<file path="config.mk">
export PLATFORM = sky130hd
export DESIGN_NAME = msgpass_rqst_addr_seq
export DESIGN_NICKNAME = d
export VERILOG_FILES = /design/src/rtl/msgpass_rqst_addr_seq.sv
export SDC_FILE = /design/constraint.sdc
export NUM_CORES = 1
export LEC_CHECK = 0
export CAP_MARGIN = 0
export CORE_MARGIN = 5
export CORE_UTILIZATION = 48
export CTS_BUF_LIST = sky130_fd_sc_hd__clkbuf_8 sky130_fd_sc_hd__clkbuf_16
export DETAILED_ROUTE_END_ITERATION = 16
export GPL_TIMING_DRIVEN = 0
export HOLD_SLACK_MARGIN = 0.12
export PLACE_DENSITY = 0.75
export SYNTH_ARGS = -nofsm -noshare
export SYNTH_HDL_FRONTEND = slang
export SYNTH_SLANG_ARGS = --single-unit
</file>
<file path="constraint.sdc">
create_clock -name sys_clk -period 2.8 [get_ports sys_clk]
set_clock_uncertainty 0.1 [all_clocks]
set_input_delay 0.28 -clock sys_clk [delete_from_list [all_inputs] [get_ports sys_clk]]
set_output_delay 0.28 -clock sys_clk [all_outputs]
set_load 0.02 [all_outputs]
</file>
<file path="src/rtl/msgpass_rqst_addr_seq.sv">
// Multi-channel read-address sequencer for the message-pass buffer.
// Each channel sweeps base+offset (mod DEPTH). The sweep is one-shot or circular, with per-channel stall.
module msgpass_rqst_addr_seq #(
  parameter int unsigned CH_NUM     = 2,
  parameter int unsigned ADDR_WIDTH = 4,
  parameter int unsigned DEPTH      = 16,
  parameter int unsigned RD_LATENCY = 1,
  parameter int unsigned WRAP_WIDTH = 4
) (
  input  logic                           sys_clk,
  input  logic                           rst,
  input  logic                           read_begin_i,
  input  logic                           read_end_i,
  input  logic                           circular_en_i,
  input  logic [CH_NUM*ADDR_WIDTH-1:0]   base_addr_i,
  input  logic [ADDR_WIDTH-1:0]          last_off_i,
  input  logic [CH_NUM-1:0]              is_drc_i,
  output logic [CH_NUM*ADDR_WIDTH-1:0]   addr_o,
  output logic [CH_NUM-1:0]              addr_vld_o,
  output logic                           cen_o,
  output logic                           busy_o,
  output logic                           done_o,
  output logic [CH_NUM*WRAP_WIDTH-1:0]   wrap_cnt_o
);

  localparam int unsigned DrainW = (RD_LATENCY > 1) ? $clog2(RD_LATENCY) : 1;
  localparam logic [DrainW-1:0]     DrainLast = DrainW'(RD_LATENCY - 1);
  localparam logic [ADDR_WIDTH:0]   DepthW    = (ADDR_WIDTH + 1)'(DEPTH);
  localparam logic [WRAP_WIDTH-1:0] WrapMax   = '1;

  typedef enum logic [1:0] {StIdle, StRun, StDrain} state_e;

  state_e                          state_q, state_d;
  logic [ADDR_WIDTH-1:0]           off_q [CH_NUM];
  logic [ADDR_WIDTH-1:0]           off_d [CH_NUM];
  logic [CH_NUM-1:0]               fin_q, fin_d;
  logic [CH_NUM*ADDR_WIDTH-1:0]    base_q, base_d;
  logic [ADDR_WIDTH-1:0]           last_q, last_d;
  logic                            circ_q, circ_d;
  logic [DrainW-1:0]               drain_q, drain_d;
  logic [CH_NUM*ADDR_WIDTH-1:0]    addr_q, addr_d;
  logic [CH_NUM-1:0]               vld_q, vld_d;
  logic                            cen_q, cen_d, busy_q, busy_d, done_q, done_d;
  logic [CH_NUM*WRAP_WIDTH-1:0]    wrap_q, wrap_d;
  logic                            all_fin;

  // Sum on ADDR_WIDTH+1 bits so the modulo never carries into the base.
  function automatic logic [ADDR_WIDTH-1:0] addr_wrap(input logic [ADDR_WIDTH-1:0] b,
                                                      input logic [ADDR_WIDTH-1:0] o);
    logic [ADDR_WIDTH:0] sum;
    sum = {1'b0, b} + {1'b0, o};
    if (sum >= DepthW) sum = sum - DepthW;
    return sum[ADDR_WIDTH-1:0];
  endfunction

  always_comb begin
    state_d = state_q;
    off_d   = off_q;
    fin_d   = fin_q;
    base_d  = base_q;
    last_d  = last_q;
    circ_d  = circ_q;
    drain_d = drain_q;
    addr_d  = addr_q;
    wrap_d  = wrap_q;
    vld_d   = '0;
    cen_d   = 1'b0;
    busy_d  = 1'b0;
    done_d  = 1'b0;
    all_fin = 1'b1;
    unique case (state_q)
      StIdle: begin
        if (read_begin_i) begin
          state_d = StRun;
          base_d  = base_addr_i;
          last_d  = last_off_i;
          circ_d  = circular_en_i;
          fin_d   = '0;
          wrap_d  = '0;
          vld_d   = '1;
          cen_d   = 1'b1;
          busy_d  = 1'b1;
          for (int unsigned c = 0; c < CH_NUM; c++) begin
            off_d[c] = '0;
            addr_d[c*ADDR_WIDTH +: ADDR_WIDTH] =
              addr_wrap(base_addr_i[c*ADDR_WIDTH +: ADDR_WIDTH], '0);
          end
        end
      end
      StRun: begin
        cen_d  = 1'b1;
        busy_d = 1'b1;
        if (read_end_i) begin
          // Stop request freezes offsets, addresses and wrap counts as they are.
          state_d = StDrain;
          drain_d = '0;
        end else begin
          for (int unsigned c = 0; c < CH_NUM; c++) begin
            if (!fin_q[c] && !is_drc_i[c]) begin
              if (off_q[c] != last_q) begin
                off_d[c] = off_q[c] + ADDR_WIDTH'(1);
              end else if (circ_q) begin
                off_d[c] = '0;
                if (wrap_q[c*WRAP_WIDTH +: WRAP_WIDTH] != WrapMax) begin
                  wrap_d[c*WRAP_WIDTH +: WRAP_WIDTH] =
                    wrap_q[c*WRAP_WIDTH +: WRAP_WIDTH] + WRAP_WIDTH'(1);
                end
              end else begin
                fin_d[c] = 1'b1;
              end
            end
            addr_d[c*ADDR_WIDTH +: ADDR_WIDTH] =
              addr_wrap(base_q[c*ADDR_WIDTH +: ADDR_WIDTH], off_d[c]);
            vld_d[c] = ~fin_d[c];
            all_fin  = all_fin & fin_d[c];
          end
          if (all_fin) begin
            state_d = StDrain;
            drain_d = '0;
          end
        end
      end
      StDrain: begin
        if (drain_q == DrainLast) begin
          state_d = StIdle;
          done_d  = 1'b1;
        end else begin
          drain_d = drain_q + DrainW'(1);
          cen_d   = 1'b1;
          busy_d  = 1'b1;
        end
      end
      default: state_d = StIdle;
    endcase
  end

  always_ff @(posedge sys_clk or posedge rst) begin
    if (rst) begin
      state_q <= StIdle;
      for (int unsigned c = 0; c < CH_NUM; c++) off_q[c] <= '0;
      fin_q   <= '0;
      base_q  <= '0;
      last_q  <= '0;
      circ_q  <= 1'b0;
      drain_q <= '0;
      addr_q  <= '0;
      vld_q   <= '0;
      cen_q   <= 1'b0;
      busy_q  <= 1'b0;
      done_q  <= 1'b0;
      wrap_q  <= '0;
    end else begin
      state_q <= state_d;
      for (int unsigned c = 0; c < CH_NUM; c++) off_q[c] <= off_d[c];
      fin_q   <= fin_d;
      base_q  <= base_d;
      last_q  <= last_d;
      circ_q  <= circ_d;
      drain_q <= drain_d;
      addr_q  <= addr_d;
      vld_q   <= vld_d;
      cen_q   <= cen_d;
      busy_q  <= busy_d;
      done_q  <= done_d;
      wrap_q  <= wrap_d;
    end
  end

  assign addr_o     = addr_q;
  assign addr_vld_o = vld_q;
  assign cen_o      = cen_q;
  assign busy_o     = busy_q;
  assign done_o     = done_q;
  assign wrap_cnt_o = wrap_q;

endmodule

</file>
==> out/metrics.cfg <==
[synthesis]
synth.largest_area_cell=dfrtp_1
synthTopCellsByArea=dfrtp_1 45%, nand2_1 8.6%, ha_1 5.0%
synth_top_area_share_pct=44.6
seq_area_frac_synth_pct=44.6
synthTopCellsByCount=58 x nand2_1, 45 x dfrtp_1, 19 x nor2_1
async_flop_share_pct=100
synth_edf_count=0
yosysMostFrequentCell=nand2_1
synth_warnings=0
ys_seq_elements=45
syn_nets=304
syn_area_sq_um=2530
synth.distinct_cells=44
synthCells=273
syn_avg_cell_area_sq_um=9.25
synth-main-ff-cell=dfrtp_1

[critical_path]
cp_data_required_time_ns=2.86
path_delay_family=adder cells
critPathMaxStageDelay_ns=0.38
critPathCaptureType=flop
criticalPathCategory=flop to flop
arrival_ns=2.75
start_kind=flop
critical_path_buf_inv_count=2
cp_slowest_cell=dfrtp_1
crit_fanout=8
ff2ff_setup_slack_ns=0.12
crit_chain=buf_6 -> xor2_2 -> nor4_4 -> buf_4 -> nor3_4 -> mux2_2 -> ha_2 -> fa_2 -> xnor2_1 -> nor2_1 -> a21oi_1 -> o21ai_0

[finish]
syn_to_final_growth_pct=29.7
regArea_sq_um=1130
multi_input_area_sq_um=1370
diodes=0
final_layout_size_suffix_gt1_share_pct=15.5
finalNetCount=358
fin_cells=398
fill_cells=437
final_core_util_pct=64.2

[grt]
use_met3_pct=3.90
antenna_found_initial=0
grt_usage_pct=18.9
grt_pass1_vias=2119
grt_overflow=0
grt_max_degree=32
met1_usage_pct=24.2
use_met2_pct=32.7
grt_pass1_wl_microns=9880
top_usage_layer=met2

[routing]
drtIter0Drc=156
drt_first_pass_iters=4
num_vias=2140
wl_per_cell_microns=14.9
ant_nets=0
wirelength_microns=5950
routed_via_density=5.38
drc_errors=0

[clocking]
worst_skew_pair.late_latency_ns=0.30
postCtsHoldBufs=0
clkTransAtPathRegs_ns=0.09
cts_buffers=5
clockBufferDepth=2
clockRootBuffer=clkbuf_8
htree_levels=2
cts_tree=done
cts_num_sinks=45

[sta]
fin_crit_ns=2.68
relSlewSlack_pct=60.5
tightest_slew_ns=0.593
finalHoldViolations=0
slew_viol_final=0
fin_crit_sh_pct=95.8
rsz0062_at_grt=true
setup_viol=0
fin_ws_ns=0.117
fmax_mhz=373

[power_and_ir_drop]
seq_power_share_pct=33.4
switchingPower_w=0.00141
leakage_nw=1.50
clkPwrFrac_pct=15.3
swShare_pct=42.0
power_frac_comb_pct=51.4
power_w=0.00337
p_int_w=0.00196
ir_worst_vdd_mv=0.456
power.density_nw_per_um2=1030

[floorplan]
design.die.area_sq_um=6810
start_util_pct=49.5
die_w_microns=82.5
core-area_sq_um=5110
fp.dieH_microns=82.5
ios=40
core.rowCount=26

[hold_path]
min_path_type=primary input to async pin

[placed_design]
numPortBuffers=39
place_congestion=0.836
dp_hpwl_microns=4220
placed_cells=383
pre_cts_ws_ns=-0.195

[flow_run]
maxCapViolCount=0

[run_status]
status=complete, no violations

logic make-up (layout without fill, tap and decap cells):
group / count (synthesis) / in the layout / share of synthesized area [%]
and+or+nand+nor: 111 / 111 / 20.0
buffers and inverters: 24 / 79 / 4.36
AOI/OAI and AO/OA: 60 / 60 / 15.6
adders and majority gates: 12 / 12 / 6.54
muxes: 9 / 9 / 3.91
xor gates and xnor gates: 12 / 12 / 5.05
DFF: 45 / 45 / 44.6
per-stage QoR:
stage               TNS [ns]  hold slack, ns  instance area (sq um)
floorplan                  0           0.285                   2530
global placement      -0.319           0.368                   3000
detailed placement    -0.314           0.370                   3020
CTS                  -0.0139           0.165                   3170
global route         -0.0649           0.185                   3280
finish                     0           0.153                   3280
layout by cell type (no fill, tap or decap), types with 5 or more instances in the layout:
cell	Yosys	routed
nor2_1	19	19
buf_4	1	8
a31oi_1	6	6
mux2i_1	5	5
clkbuf_8	0	6
inv_1	11	10
nand2_1	58	58
o21ai_1	4	5
clkdlybuf4s50_1	0	39
a21oi_1	17	16
nand3_1	8	8
dfrtp_1	45	45
ha_1	10	9
clkbuf_1	9	9
nand4_1	7	7
o21ai_0	11	9
what timing repair did:
| action | in CTS | in global routing |
|---|---|---|
| endpoints found under the setup margin | 3 | 5 |
| setup buffers | 2 | 5 |
| cloned | 0 | 0 |
| resized for setup | 2 | 15 |
| pin swaps | 2 | 9 |
final cells by class:
| type | instances | area share [%] |
|---|---|---|
| sequential | 45 | 34.4 |
| clock buffer | 6 | 2.52 |
| buffer | 13 | 2.10 |
| multi-input combinational | 204 | 41.8 |
| tap | 70 | 2.67 |
| timing repair buffer | 47 | 14.1 |
| clock inverter | 2 | 1.15 |
| inverter | 11 | 1.26 |
sequential cells by signal (all words and copies together) (netlist names), 2 cells and up:
| signal | cells |
|---|---|
| addr_o | 8 |
| fin_q | 2 |
| state_q | 2 |
| base_q | 8 |
| wrap_cnt_o | 8 |
| off_q | 8 |
| last_q | 4 |
| addr_vld_o | 2 |
final timing paths:
| check | endpoint | depth (start not counted) | startpoint |
|---|---|---|---|
| min in group sys_clk | base_q[2]$_DFFE_PP0P_ | 2 | base_q[2]$_DFFE_PP0P_ |
| hold / removal | addr_o[4]$_DFFE_PP0P_ | 2 | rst |
| setup reg to reg | addr_o[6]$_DFFE_PP0P_ | 12 | off_q[3]$_DFFE_PP0P_ |
| setup / recovery | addr_o[6]$_DFFE_PP0P_ | 12 | off_q[3]$_DFFE_PP0P_ |
| hold reg to reg | base_q[2]$_DFFE_PP0P_ | 2 | base_q[2]$_DFFE_PP0P_ |
| max in group asynchronous | base_q[0]$_DFFE_PP0P_ | 3 | rst |
power groups by stage:
stage	sequential (W)	clock (W)	combinational [W]
after floorplan	0.00120	0	0.000946
after global placement	0.00111	0	0.00155
after detailed placement	0.00112	0	0.00159
after CTS	0.00111	0.000531	0.00163
after global routing	0.00116	0.000557	0.00192
final	0.00112	0.000514	0.00173
per-layer routing:
layer | part of all wire, % | vias to the layer above
li1 | - | 1048
met1 | 43 | 1026
met2 | 50 | 62
met3 | 6.1 | 4
met4 | 0.61 | 0
met5 | 0 | -
Power figures use the tool's default switching activity.
